### config.mk
export PLATFORM = sky130hd
export DESIGN_NAME = dma_priority_arbiter_flat
export DESIGN_NICKNAME = d
export VERILOG_FILES = /design/src/rtl/dma_priority_arbiter_if.sv /design/src/rtl/dma_priority_arbiter.sv /design/src/flat_wrapper.sv
export SDC_FILE = /design/constraint.sdc
export NUM_CORES = 1
export LEC_CHECK = 0
export ABC_AREA = 1
export CORE_ASPECT_RATIO = 0.7
export CORE_UTILIZATION = 36
export DETAILED_ROUTE_END_ITERATION = 10
export PLACE_DENSITY = 0.76
export SYNTH_ARGS = -nofsm -noshare
export SYNTH_HDL_FRONTEND = slang
export SYNTH_SLANG_ARGS = --single-unit
### constraint.sdc
create_clock -name clk -period 1.7 [get_ports clk]
set_clock_uncertainty 0.05 [all_clocks]
set_input_delay 0.34 -clock clk [delete_from_list [all_inputs] [get_ports clk]]
set_output_delay 0.34 -clock clk [all_outputs]
set_load 0.02 [all_outputs]
### src/rtl/dma_priority_arbiter_if.sv
// Channel-request / host-hold bundle between the DMA register file,
// the host bus interface and the channel arbiter.
interface dma_priority_arbiter_if #(
  parameter int NUM_CH = 4
);
  logic [NUM_CH-1:0] dreq;
  logic              dreq_sense;
  logic              dack_sense;
  logic              rotating_pri;
  logic              ctrl_disable;
  logic [NUM_CH-1:0] mask;
  logic [NUM_CH-1:0] sw_req;
  logic              hlda;
  logic              xfer_done;
  logic              hrq;
  logic [NUM_CH-1:0] dack;
  logic              grant_valid;
  logic [1:0]        grant_ch;
  logic [NUM_CH-1:0] sw_clr;

  modport master (
    output dreq, dreq_sense, dack_sense, rotating_pri,
    output ctrl_disable, mask, sw_req, hlda, xfer_done,
    input  hrq, dack, grant_valid, grant_ch, sw_clr
  );

  modport slave (
    input  dreq, dreq_sense, dack_sense, rotating_pri,
    input  ctrl_disable, mask, sw_req, hlda, xfer_done,
    output hrq, dack, grant_valid, grant_ch, sw_clr
  );
endinterface

### src/rtl/dma_priority_arbiter.sv
// 8237A-style channel arbiter: fixed/rotating priority pick plus
// the HRQ/HLDA hold handshake that hands one channel to the timing FSM.
module dma_priority_arbiter #(
  parameter int NUM_CH = 4
) (
  input  logic                  clk,
  input  logic                  reset,
  dma_priority_arbiter_if.slave bus
);

  typedef enum logic [1:0] {
    IDLE,
    REQ,
    GRANT
  } state_t;

  state_t            state;
  logic [1:0]        pri_ptr;
  logic [NUM_CH-1:0] dreq_q;
  logic [1:0]        grant_ch;
  logic              hrq;
  logic              grant_valid;
  logic [NUM_CH-1:0] sw_clr;

  logic [NUM_CH-1:0] pending;
  logic [NUM_CH-1:0] grant_oh;
  logic [1:0]        ptr_eff;
  logic [1:0]        winner;

  // Scan from the far end so the channel nearest ptr wins last.
  function automatic logic [1:0] pick(
    input logic [NUM_CH-1:0] p,
    input logic [1:0]        ptr
  );
    logic [1:0] c;
    pick = ptr;
    for (int i = NUM_CH - 1; i >= 0; i--) begin
      c = ptr + 2'(i);
      if (p[c]) pick = c;
    end
  endfunction

  always_comb begin
    pending  = (dreq_q & ~bus.mask) | bus.sw_req;
    ptr_eff  = bus.rotating_pri ? pri_ptr : 2'd0;
    winner   = pick(pending, ptr_eff);
    grant_oh = NUM_CH'(1) << grant_ch;
  end

  always_ff @(posedge clk) begin
    if (reset) begin
      state       <= IDLE;
      pri_ptr     <= 2'd0;
      dreq_q      <= '0;
      grant_ch    <= 2'd0;
      hrq         <= 1'b0;
      grant_valid <= 1'b0;
      sw_clr      <= '0;
    end else begin
      dreq_q <= bus.dreq ^ {NUM_CH{bus.dreq_sense}};
      sw_clr <= '0;
      if (!bus.rotating_pri) pri_ptr <= 2'd0;
      unique case (state)
        IDLE: begin
          hrq         <= 1'b0;
          grant_valid <= 1'b0;
          if ((|pending) && !bus.ctrl_disable && !bus.hlda) begin
            grant_ch <= winner;
            hrq      <= 1'b1;
            state    <= REQ;
          end
        end
        REQ: begin
          if (!(|pending) || bus.ctrl_disable) begin
            hrq   <= 1'b0;
            state <= IDLE;
          end else if (bus.hlda) begin
            grant_valid <= 1'b1;
            state       <= GRANT;
          end else begin
            grant_ch <= winner;
          end
        end
        GRANT: begin
          if (bus.xfer_done) begin
            hrq         <= 1'b0;
            grant_valid <= 1'b0;
            sw_clr      <= grant_oh;
            if (bus.rotating_pri) pri_ptr <= grant_ch + 2'd1;
            state       <= IDLE;
          end else if (!bus.hlda) begin
            hrq         <= 1'b0;
            grant_valid <= 1'b0;
            state       <= IDLE;
          end
        end
        default: state <= IDLE;
      endcase
    end
  end

  assign bus.hrq         = hrq;
  assign bus.grant_valid = grant_valid;
  assign bus.grant_ch    = grant_ch;
  assign bus.sw_clr      = sw_clr;
  assign bus.dack        = (grant_oh & {NUM_CH{grant_valid}})
                         ^ {NUM_CH{~bus.dack_sense}};

endmodule

### src/flat_wrapper.sv
// flat-port wrapper written by rule: the top's interface ports become plain ports
module dma_priority_arbiter_flat 
#(
  parameter int NUM_CH = 4
)
  (clk, reset, bus_dreq, bus_dreq_sense, bus_dack_sense, bus_rotating_pri, bus_ctrl_disable, bus_mask, bus_sw_req, bus_hlda, bus_xfer_done, bus_hrq, bus_dack, bus_grant_valid, bus_grant_ch, bus_sw_clr);
  dma_priority_arbiter_if #(.NUM_CH(NUM_CH)) bus_i ();
  input  logic clk;
  input  logic reset;
  input wire logic [$bits(bus_i.dreq)-1:0] bus_dreq;
  input wire logic [$bits(bus_i.dreq_sense)-1:0] bus_dreq_sense;
  input wire logic [$bits(bus_i.dack_sense)-1:0] bus_dack_sense;
  input wire logic [$bits(bus_i.rotating_pri)-1:0] bus_rotating_pri;
  input wire logic [$bits(bus_i.ctrl_disable)-1:0] bus_ctrl_disable;
  input wire logic [$bits(bus_i.mask)-1:0] bus_mask;
  input wire logic [$bits(bus_i.sw_req)-1:0] bus_sw_req;
  input wire logic [$bits(bus_i.hlda)-1:0] bus_hlda;
  input wire logic [$bits(bus_i.xfer_done)-1:0] bus_xfer_done;
  output wire logic [$bits(bus_i.hrq)-1:0] bus_hrq;
  output wire logic [$bits(bus_i.dack)-1:0] bus_dack;
  output wire logic [$bits(bus_i.grant_valid)-1:0] bus_grant_valid;
  output wire logic [$bits(bus_i.grant_ch)-1:0] bus_grant_ch;
  output wire logic [$bits(bus_i.sw_clr)-1:0] bus_sw_clr;
  assign bus_i.dreq = bus_dreq;
  assign bus_i.dreq_sense = bus_dreq_sense;
  assign bus_i.dack_sense = bus_dack_sense;
  assign bus_i.rotating_pri = bus_rotating_pri;
  assign bus_i.ctrl_disable = bus_ctrl_disable;
  assign bus_i.mask = bus_mask;
  assign bus_i.sw_req = bus_sw_req;
  assign bus_i.hlda = bus_hlda;
  assign bus_i.xfer_done = bus_xfer_done;
  assign bus_hrq = bus_i.hrq;
  assign bus_dack = bus_i.dack;
  assign bus_grant_valid = bus_i.grant_valid;
  assign bus_grant_ch = bus_i.grant_ch;
  assign bus_sw_clr = bus_i.sw_clr;
  dma_priority_arbiter #(.NUM_CH(NUM_CH)) u_core (.clk(clk), .reset(reset), .bus(bus_i));
endmodule
==> results.yml <==
worst_hold_path:
  hp-start: "u_core.state[0]"
  worstHoldPathCells: 2
  min_to: "u_core.state[0]"
  hp-class: "reg2reg"
placed_design:
  io_buffer_count: 31
  hpwl_um: 1910
  finalWeightedCongestion: 0.872
  place_inst: 245
die:
  placementRows: 16
  die-area_um2: 3160
  ios: 32
  die_h_um: 47.3
  core_area_um2: 2780
  initial_core_util: 0.379
  chipWidth_um: 66.7
clock_network:
  postCtsSetupBuffers: 0
  cts.path.max_buffers: 2
  cts_tree: "built"
  cts_buffers: 3
  clkSlewWorstSetupHoldPaths_ns: 0.06
  cts_sinks: 16
  clock_latency_ns: 0.24
  htreeDepth: 1
  cts_root_buf: "clkbuf_8"
logic_synthesis:
  synth_top_family_by_area: "simple AND/OR/NAND/NOR gates"
  muxShareOfSynthArea: 0
  synth.largest_area_cell: "dfxtp_1"
  synth_seq_cells: 16
  synth.most_common_cell: "nand2_1"
  synthArstFlopShare: 0
  synth_seq_area_share: 0.303
  synth_area_leaders: "dfxtp_1 (30%), nand2_1 (14%), ha_1 (9.5%)"
  ys_types: 22
  yosys-top-cells-count: "nand2_1 (39), inv_1 (25), nand3_1 (18)"
  synth_warnings: 0
  synth_area_um2: 1060
  synthFlopType: "dfxtp_1"
  syn_nets: 187
  avgSynthCellArea_um2: 6.64
  netlist_instances: 159
  synth_top_cell_area_share: 0.303
  synthXorXnorAreaFrac: 0.0664
  synthAdderAreaFrac: 0.0948
  synth_compound_area_frac: 0.0829
  synth_edf_count: 0
  yosys.area_share.simple: 0.341
global_route:
  grt_max_degree: 9
  grt.overflow.total: 0
  antenna_found_initial: 0
  grt_pass1_wl_um: 4080
  grt_pass1_vias: 995
  grt_usage: 0.175
setup_path:
  path_cells: "buf_4 > ha_2 > nand2_2 > xor2_1 > buf_4"
  worstPathArrival_ns: 1.26
  crit_required_ns: 1.31
  timing.critical_path.buf_inv: 2
  critPathSlowestCell: "dfxtp_4"
  ff2ff_path_depth: 10
  end_kind: "output pin"
  cp_common_cell: "buf_4"
  r2r-end: "u_core.bus.hrq"
  cp_slowest_stage_delay_ns: 0.36
  reg2reg_from: "u_core.state[0]"
  critical_path.max_fanout: 4
  r2r_slack_ns: 0.22
  cpLargestDelayFamily: "flip-flops"
  worstSetupStartpointType: "register"
  crit_type: "reg2out"
timing:
  relSlewSlack: 0.839
  setup_viol: 0
  fin_crit_ns: 1.65
  rsz0062_at_grt: "true"
  timing.final.max_slew_violations: 0
  max_slew.worst_pin.slew_ns: 0.240
  finalHoldViolCount: 0
  fmax_ghz: 0.605
  whs_ns: 0.464
  fin_crit_sh: 0.973
status:
  status: "finished clean"
detailed_routing:
  wl_per_cell_um: 9.40
  viasPerCell: 4.54
  vias: 1125
  drt-pass1-iter-count: 4
  drt_iter0_drc: 50
  ant_nets: 0
  wl_um: 2330
  drc_errors: 0
power_and_ir_drop:
  leakagePower_nw: 0.824
  ir_drop_mv: 0.465
  powerDensity_nw_per_um2: 849
cells_and_area:
  fillerInstances: 261
  antenna_cells: 0
  stdcell_count: 248
  drive_above_1_share: 0.231
  fin_nets: 242
  syn_to_final_growth_pct: 56.2
flow_run:
  drv_cap: 0
## cells in the final DEF, fill, tap and decap left out, drive strengths merged, types with 5 or more instances in the layout
master / count
nand2: 41
inv: 26
buf: 25
clkdlybuf4s50: 23
nand3: 22
nor2: 17
dfxtp: 16
ha: 8
a21oi: 7
o21ai: 5
## registers in the layout, indices dropped and copies added (netlist names)
| signal | flops |
|---|---|
| u_core.bus.hrq | 1 |
| u_core.bus.grant_ch | 2 |
| u_core.state | 2 |
| u_core.bus.grant_valid | 1 |
| u_core.pri_ptr | 2 |
| u_core.dreq_q | 4 |
| u_core.bus.sw_clr | 4 |
## tightest hold or removal path: cells and delay by family (launching register included)
kind | cells | cell delay [ns]
flops | 1 | 0.34
simple gates | 1 | 0.07
compound gates | 1 | 0.05
## worst max path at each step
stage,start,endpoint,slack [ns],cells after the start
final,u_core.bus.grant_ch[1],bus_dack[3],0.05,5
after CTS,u_core.bus.grant_ch[0],bus_dack[0],0.002,5
after global routing,bus_mask[0],u_core.bus.grant_ch[0],-0.05,12
after floorplan,u_core.bus.grant_ch[0],bus_dack[0],0.06,4
after detailed placement,bus_dack_sense,bus_dack[1],-0.42,3
after global placement,bus_dack_sense,bus_dack[1],-0.36,3
## layer usage
layer | part of all wire | GRT usage | wire [um]
met1 | 0.46 | 0.207 | 1080
met2 | 0.45 | 0.313 | 1060
met3 | 0.083 | 0.0534 | 193
met4 | 0.0026 | 0.0511 | 6
met5 | 0 | 0 | 0
## kinds of logic (layout without fill, tap and decap cells)
family	after synthesis	after routing
xor gates and xnor gates	8	8
adders and majority gates	8	8
AOI/OAI and AO/OA	15	15
buffers and inverters	31	84
and+or+nand+nor	81	81
DFF	16	16
## final cells by class
type / count / area (um^2) / area share
inverter: 29 / 115 / 0.0698
clock buffer: 3 / 41.3 / 0.0250
multi-input combinational: 112 / 656 / 0.398
tap: 36 / 45.0 / 0.0273
timing repair buffer: 52 / 464 / 0.281
sequential: 16 / 328 / 0.199
## repair_timing
action	in CTS	in global routing
resized for setup	23	19
hold buffers	0	0
endpoints found under the setup margin	7	9
## power breakdown
part,internal (W),switching (W),total [W]
Sequential,0.000433,0.0000482,0.000481
Clock,0.000157,0.000120,0.000277
Combinational,0.000301,0.000341,0.000642
## through the flow
stage,util,TNS [ns],total power (W),setup slack (ns),cell area (um^2)
2_1_floorplan,-,0,0.000853,0.0649,1060
3_3_place_gp,0.561,-2.21,0.00109,-0.364,1560
3_5_place_dp,0.561,-2.39,0.00110,-0.425,1560
4_1_cts,0.574,0,0.00139,0.00188,1600
5_1_grt,0.593,-0.0764,0.00154,-0.0456,1650
6_report,0.593,0,0.00140,0.0465,1650
No activity file was read; power rests on OpenSTA's default activity.
==> edit 1 (same settings) <==
`NUM_CH` is set to 4 in 3 places; all go to 3.
--- a/src/rtl/dma_priority_arbiter_if.sv
+++ b/src/rtl/dma_priority_arbiter_if.sv
@@ -2,5 +2,5 @@
 // the host bus interface and the channel arbiter.
 interface dma_priority_arbiter_if #(
-  parameter int NUM_CH = 4
+  parameter int NUM_CH = 3
 );
   logic [NUM_CH-1:0] dreq;
--- a/src/rtl/dma_priority_arbiter.sv
+++ b/src/rtl/dma_priority_arbiter.sv
@@ -2,5 +2,5 @@
 // the HRQ/HLDA hold handshake that hands one channel to the timing FSM.
 module dma_priority_arbiter #(
-  parameter int NUM_CH = 4
+  parameter int NUM_CH = 3
 ) (
   input  logic                  clk,
--- a/src/flat_wrapper.sv
+++ b/src/flat_wrapper.sv
@@ -2,5 +2,5 @@
 module dma_priority_arbiter_flat 
 #(
-  parameter int NUM_CH = 4
+  parameter int NUM_CH = 3
 )
   (clk, reset, bus_dreq, bus_dreq_sense, bus_dack_sense, bus_rotating_pri, bus_ctrl_disable, bus_mask, bus_sw_req, bus_hlda, bus_xfer_done, bus_hrq, bus_dack, bus_grant_valid, bus_grant_ch, bus_sw_clr);
Ports: changed (5 resized); port bits go from 32 to 27. No check against the original RTL was run, so the function may have changed too.
==> edit 1 against the original RTL <==
  * Routed wire length decreased by 9.4%
  * Worst setup slack improved by 0.010 ns
  * Final area decreased by 17%
  * Count of clock-buffer cells in the layout unchanged
  * Combinational power decreased by 6.1%
  * Power decreased by 14%
  * Synthesized area decreased by 12%
  * Sequential cell count decreased by 2
  * Critical path type unchanged
  * Critical endpoint is now bus_dack[0]
==> edit 1: results (changes against the original RTL) <==
Cell variety after synth=25 (+14%); post-place setup slack=-0.383 ns (+0.0414 ns); PortBufs=26 (-16%); HPWL after detailed placement=1.79 mm (-6.4%); Signal inverters=24 (-17%); FFs & Latches=14 (-2); top post-synthesis cells by area=dfxtp_1 (30%), ha_1 (9.5%), inv_1 (8.9%); pin count of the biggest net entering global routing=8 (-1); fraction of area in multi-input gates=42.2% (+2.4 points); Clock Latency Late Sink=0.28 ns (+0.04 ns); Adder-Cell Fraction of Synth Area=9.46% (-0.019 points); crit path launch=u_core.bus.grant_ch[0]$_SDFFE_PP0P_; vias in the first global route=858 (-14%); synth cell count leaders=inv_1 (22), nand2_1 (21), nor2_1 (16), dfxtp_1 (14), nand3_1 (8); Top Registers=u_core.bus.sw_clr x3, u_core.dreq_q x3; area delta synth->final=48.1%; Final Non-Filler Cells=200 (-19%); Peak VDD IR=0.000620 V (+33%); status=complete, no violations; comb_multi_in=88 (-21%); dpl cell area=1310 µm² (-16%); Synth Area in Compound Gates=13.4% (+5.1 points); Seq/total area=21.0% (+1.1 points); Avg Synthesized Cell Area=7.35 µm² (+11%); Layout clock area frac=1.64% (-0.86 points); GPL Wtd Cong=0.840 (-3.7%); TritonRoute pass-1 iters=5 (+1); DR iter-0 viols=13 (-74%); R2R cell count=8 (-2); Hold Crit Start=u_core.bus.hrq$_SDFFE_PP0P_; CTS Root Cell=clkbuf_4; buffer share of cell area=25.5% (-2.6 points); post-synthesis sequential area ratio=30.3% (-0.061 points); bufs w/o clock=39 (-25%)
-- edit 1: path summary, 6_finish.rpt --
kind	end	slack (ns)
max	bus_dack[0]	0.06
min	u_core.bus.hrq$_SDFFE_PP0P_	0.46
max reg2reg	u_core.bus.hrq$_SDFFE_PP0P_	0.26
min reg2reg	u_core.bus.hrq$_SDFFE_PP0P_	0.46
-- edit 1: metal layers --
layer / routed length, µm / global-route usage (%) / vias to the layer above
met5: 0 / 0 / -
li1: - / - / 481
met4: 0 / 2.33 / 0
met2: 1040 / 31.1 / 24
met3: 116 / 5.67 / 0
met1: 958 / 18.2 / 404
-- edit 1: power breakdown --
part           leakage (nW)  internal, mW  total (mW)  switching [mW]
clock network        0.0138        0.0821       0.183           0.101
logic                 0.516         0.274       0.603           0.329
registers             0.116         0.383       0.424          0.0416
total                 0.646         0.739        1.21           0.471
-- edit 1: worst max-delay path, cell delays in order (launching register included) --
cell	delay (ns)
dfxtp_4	0.38
inv_4	0.05
ha_2	0.18
nand2_1	0.07
xor2_1	0.14
buf_4	0.16
==> edit 2 (config.mk and constraints unchanged) <==
Made on the original files. Make the reset (`reset`) asynchronous in one clocked block.
--- a/src/rtl/dma_priority_arbiter.sv
+++ b/src/rtl/dma_priority_arbiter.sv
@@ -48,5 +48,5 @@
   end
 
-  always_ff @(posedge clk) begin
+  always_ff @(posedge clk or posedge reset) begin
     if (reset) begin
       state       <= IDLE;
Behaviour: differs if reset is asserted again (counterexample within 4 cycles, from zero or initial values and one cycle with reset high); with reset held inactive, the same outputs for 10 cycles.
==> edit 2 against the original RTL <==
  * The flow now finishes with violations (negative setup slack)
  * Synthesized cell count is 1.9% lower
  * Final cell count is the same
  * Sequential cell count unchanged
  * Routed wire length is 7.9% higher
  * First-iteration DRC count rose by 16%
  * Count of clock-buffer cells in the layout grew 1
  * Power is 25% higher
  * Worst setup slack worse by 0.047 ns
  * Synthesized area increased by 8.6%
  * Final area increased by 5.8%
==> edit 2: results (changes against the original RTL) <==
final setup violation count=1 (+1); DR iter-0 viols=58 (+16%); Cell variety after synth=22 (unchanged); layout cells sized above 1=25.5% (+2.4 points); dpl cell area=1620 µm² (+3.4%); status=finished, violations left; vias in the first global route=973 (-2.2%); Crit path arrival time=1.31 ns (+0.05 ns); Least-Margin Pin Slew=0.338 ns (+0.0976 ns); Syn. warnings=0 (unchanged); Leakage=0.928 nW (+13%); met1 Usage GRT=21.0% (+0.34 points); Antenna diodes=0 (unchanged); pin count of the biggest net entering global routing=17 (+8); post-synthesis sequential area ratio=34.9% (+4.6 points); Vias=1108 (-1.5%); Post-synth ARST share=100% (+100 points); # nets final=241 (-0.41%); PortBufs=31 (unchanged); final wirelength=2.51 mm (+7.9%); CTS Root Cell=clkbuf_8; failing checks=negative setup slack; first-pass GRT wire length=4.06 mm (-0.49%); Clock Pin Slew Worst Setup and Hold Paths=0.06 ns (about the same); grt met3 use=5.17% (-0.17 points); HPWL after detailed placement=2.03 mm (+6.2%); HP Class=input pin to async pin; GPL Wtd Cong=0.849 (-2.5%); Worst Path Max Fanout=3 (-1); met2 Usage GRT=22.7% (-8.7 points); Internal Pwr Total=1.09 mW (+23%); setup ws final=-0.000151 ns (-0.0466 ns); Sum Neg Setup Slack=-0.000151 ns (-0.000151 ns); top post-synthesis cells by area=dfrtp_1 (35%), nand2_1 (12%), inv_1 (10%); synth cell count leaders=nand2_1 (38), inv_1 (31), nand3_1 (17), dfrtp_1 (16); ys flop type=dfrtp_1; syn nets=184 (-1.6%); Top Registers=u_core.bus.sw_clr x4, u_core.dreq_q x4; Total GRT Usage=15.1% (-2.4 points); Peak VDD IR=0.000613 V (+32%)
## edit 2: power by group through the flow
stage          Sequential (mW)  Clock [mW]  Combinational [mW]
4_1_cts                  0.530       0.346               0.765
2_1_floorplan            0.575           0               0.399
3_5_place_dp             0.536           0               0.775
3_3_place_gp             0.533           0               0.759
5_1_grt                  0.553       0.373               0.982
6_report                 0.539       0.332               0.877
## edit 2: critical path, stage by stage, from the launching register on
cell and delay (ns):
dfrtp_1 0.42, inv_2 0.10, ha_2 0.18, nand2_1 0.06, xor2_1 0.14, buf_4 0.16
## edit 2: repair_timing
item | CTS | global route
pin swaps | 0 | 1
hold endpoints to repair | 0 | 0
endpoints found under the setup margin | 8 | 7
gates resized for setup | 24 | 14
buffers inserted | 1 | 5
hold buffers | 0 | 0
## edit 2: cell families after synthesis
family / synth area share (%)
AND/OR/NAND/NOR: 33.8
buffers and inverters: 11.7
flip-flops: 34.9
AO/OA/AOI/OAI: 4.80
XOR/XNOR: 6.11
adder cells (fa/ha/maj): 8.72
## edit 2: worst paths after layout
kind | start | cells past startpoint | endpoint | slack (ns)
setup / recovery | u_core.bus.grant_ch[1]$_DFFE_PP0P_ | 5 | bus_dack[1] | -0.0002
hold / removal | reset | 3 | u_core.dreq_q[2]$_DFF_PP0_ | 0.36
setup reg to reg | u_core.pri_ptr[0]$_DFF_PP0_ | 12 | u_core.bus.grant_ch[0]$_DFFE_PP0P_ | 0.23
hold reg to reg | u_core.bus.hrq$_DFFE_PP0P_ | 2 | u_core.bus.hrq$_DFFE_PP0P_ | 0.44
max in group asynchronous | reset | 3 | u_core.bus.grant_ch[0]$_DFFE_PP0P_ | 1.04
min in group clk | u_core.bus.hrq$_DFFE_PP0P_ | 2 | u_core.bus.hrq$_DFFE_PP0P_ | 0.44
## edit 2: cell type report
| cell class | instances | area [µm²] |
|---|---|---|
| sequential | 16 | 402 |
| inverter | 35 | 136 |
| fill | 260 | 1160 |
| tap | 36 | 45.0 |
| timing repair buffer | 52 | 457 |
| clock buffer | 4 | 55.1 |
| multi-input combinational | 105 | 649 |
## edit 2: metrics by stage
stage | hold WS [ns] | std cells | setup slack (ns) | total power, mW
6_report | 0.355 | 248 | -0.000151 | 1.75
3_3_place_gp | 0.424 | 238 | -0.367 | 1.29
4_1_cts | 0.360 | 243 | -0.0393 | 1.64
2_1_floorplan | 0.204 | 156 | 0.0647 | 0.974
5_1_grt | 0.376 | 248 | -0.0620 | 1.91
3_5_place_dp | 0.429 | 238 | -0.381 | 1.31
## edit 2: metal layers
metal | wire length (µm) | part of all wire (%)
met1 | 1210 | 48
met2 | 1100 | 44
met3 | 190 | 7.6
met4 | 11 | 0.44
met5 | 0 | 0
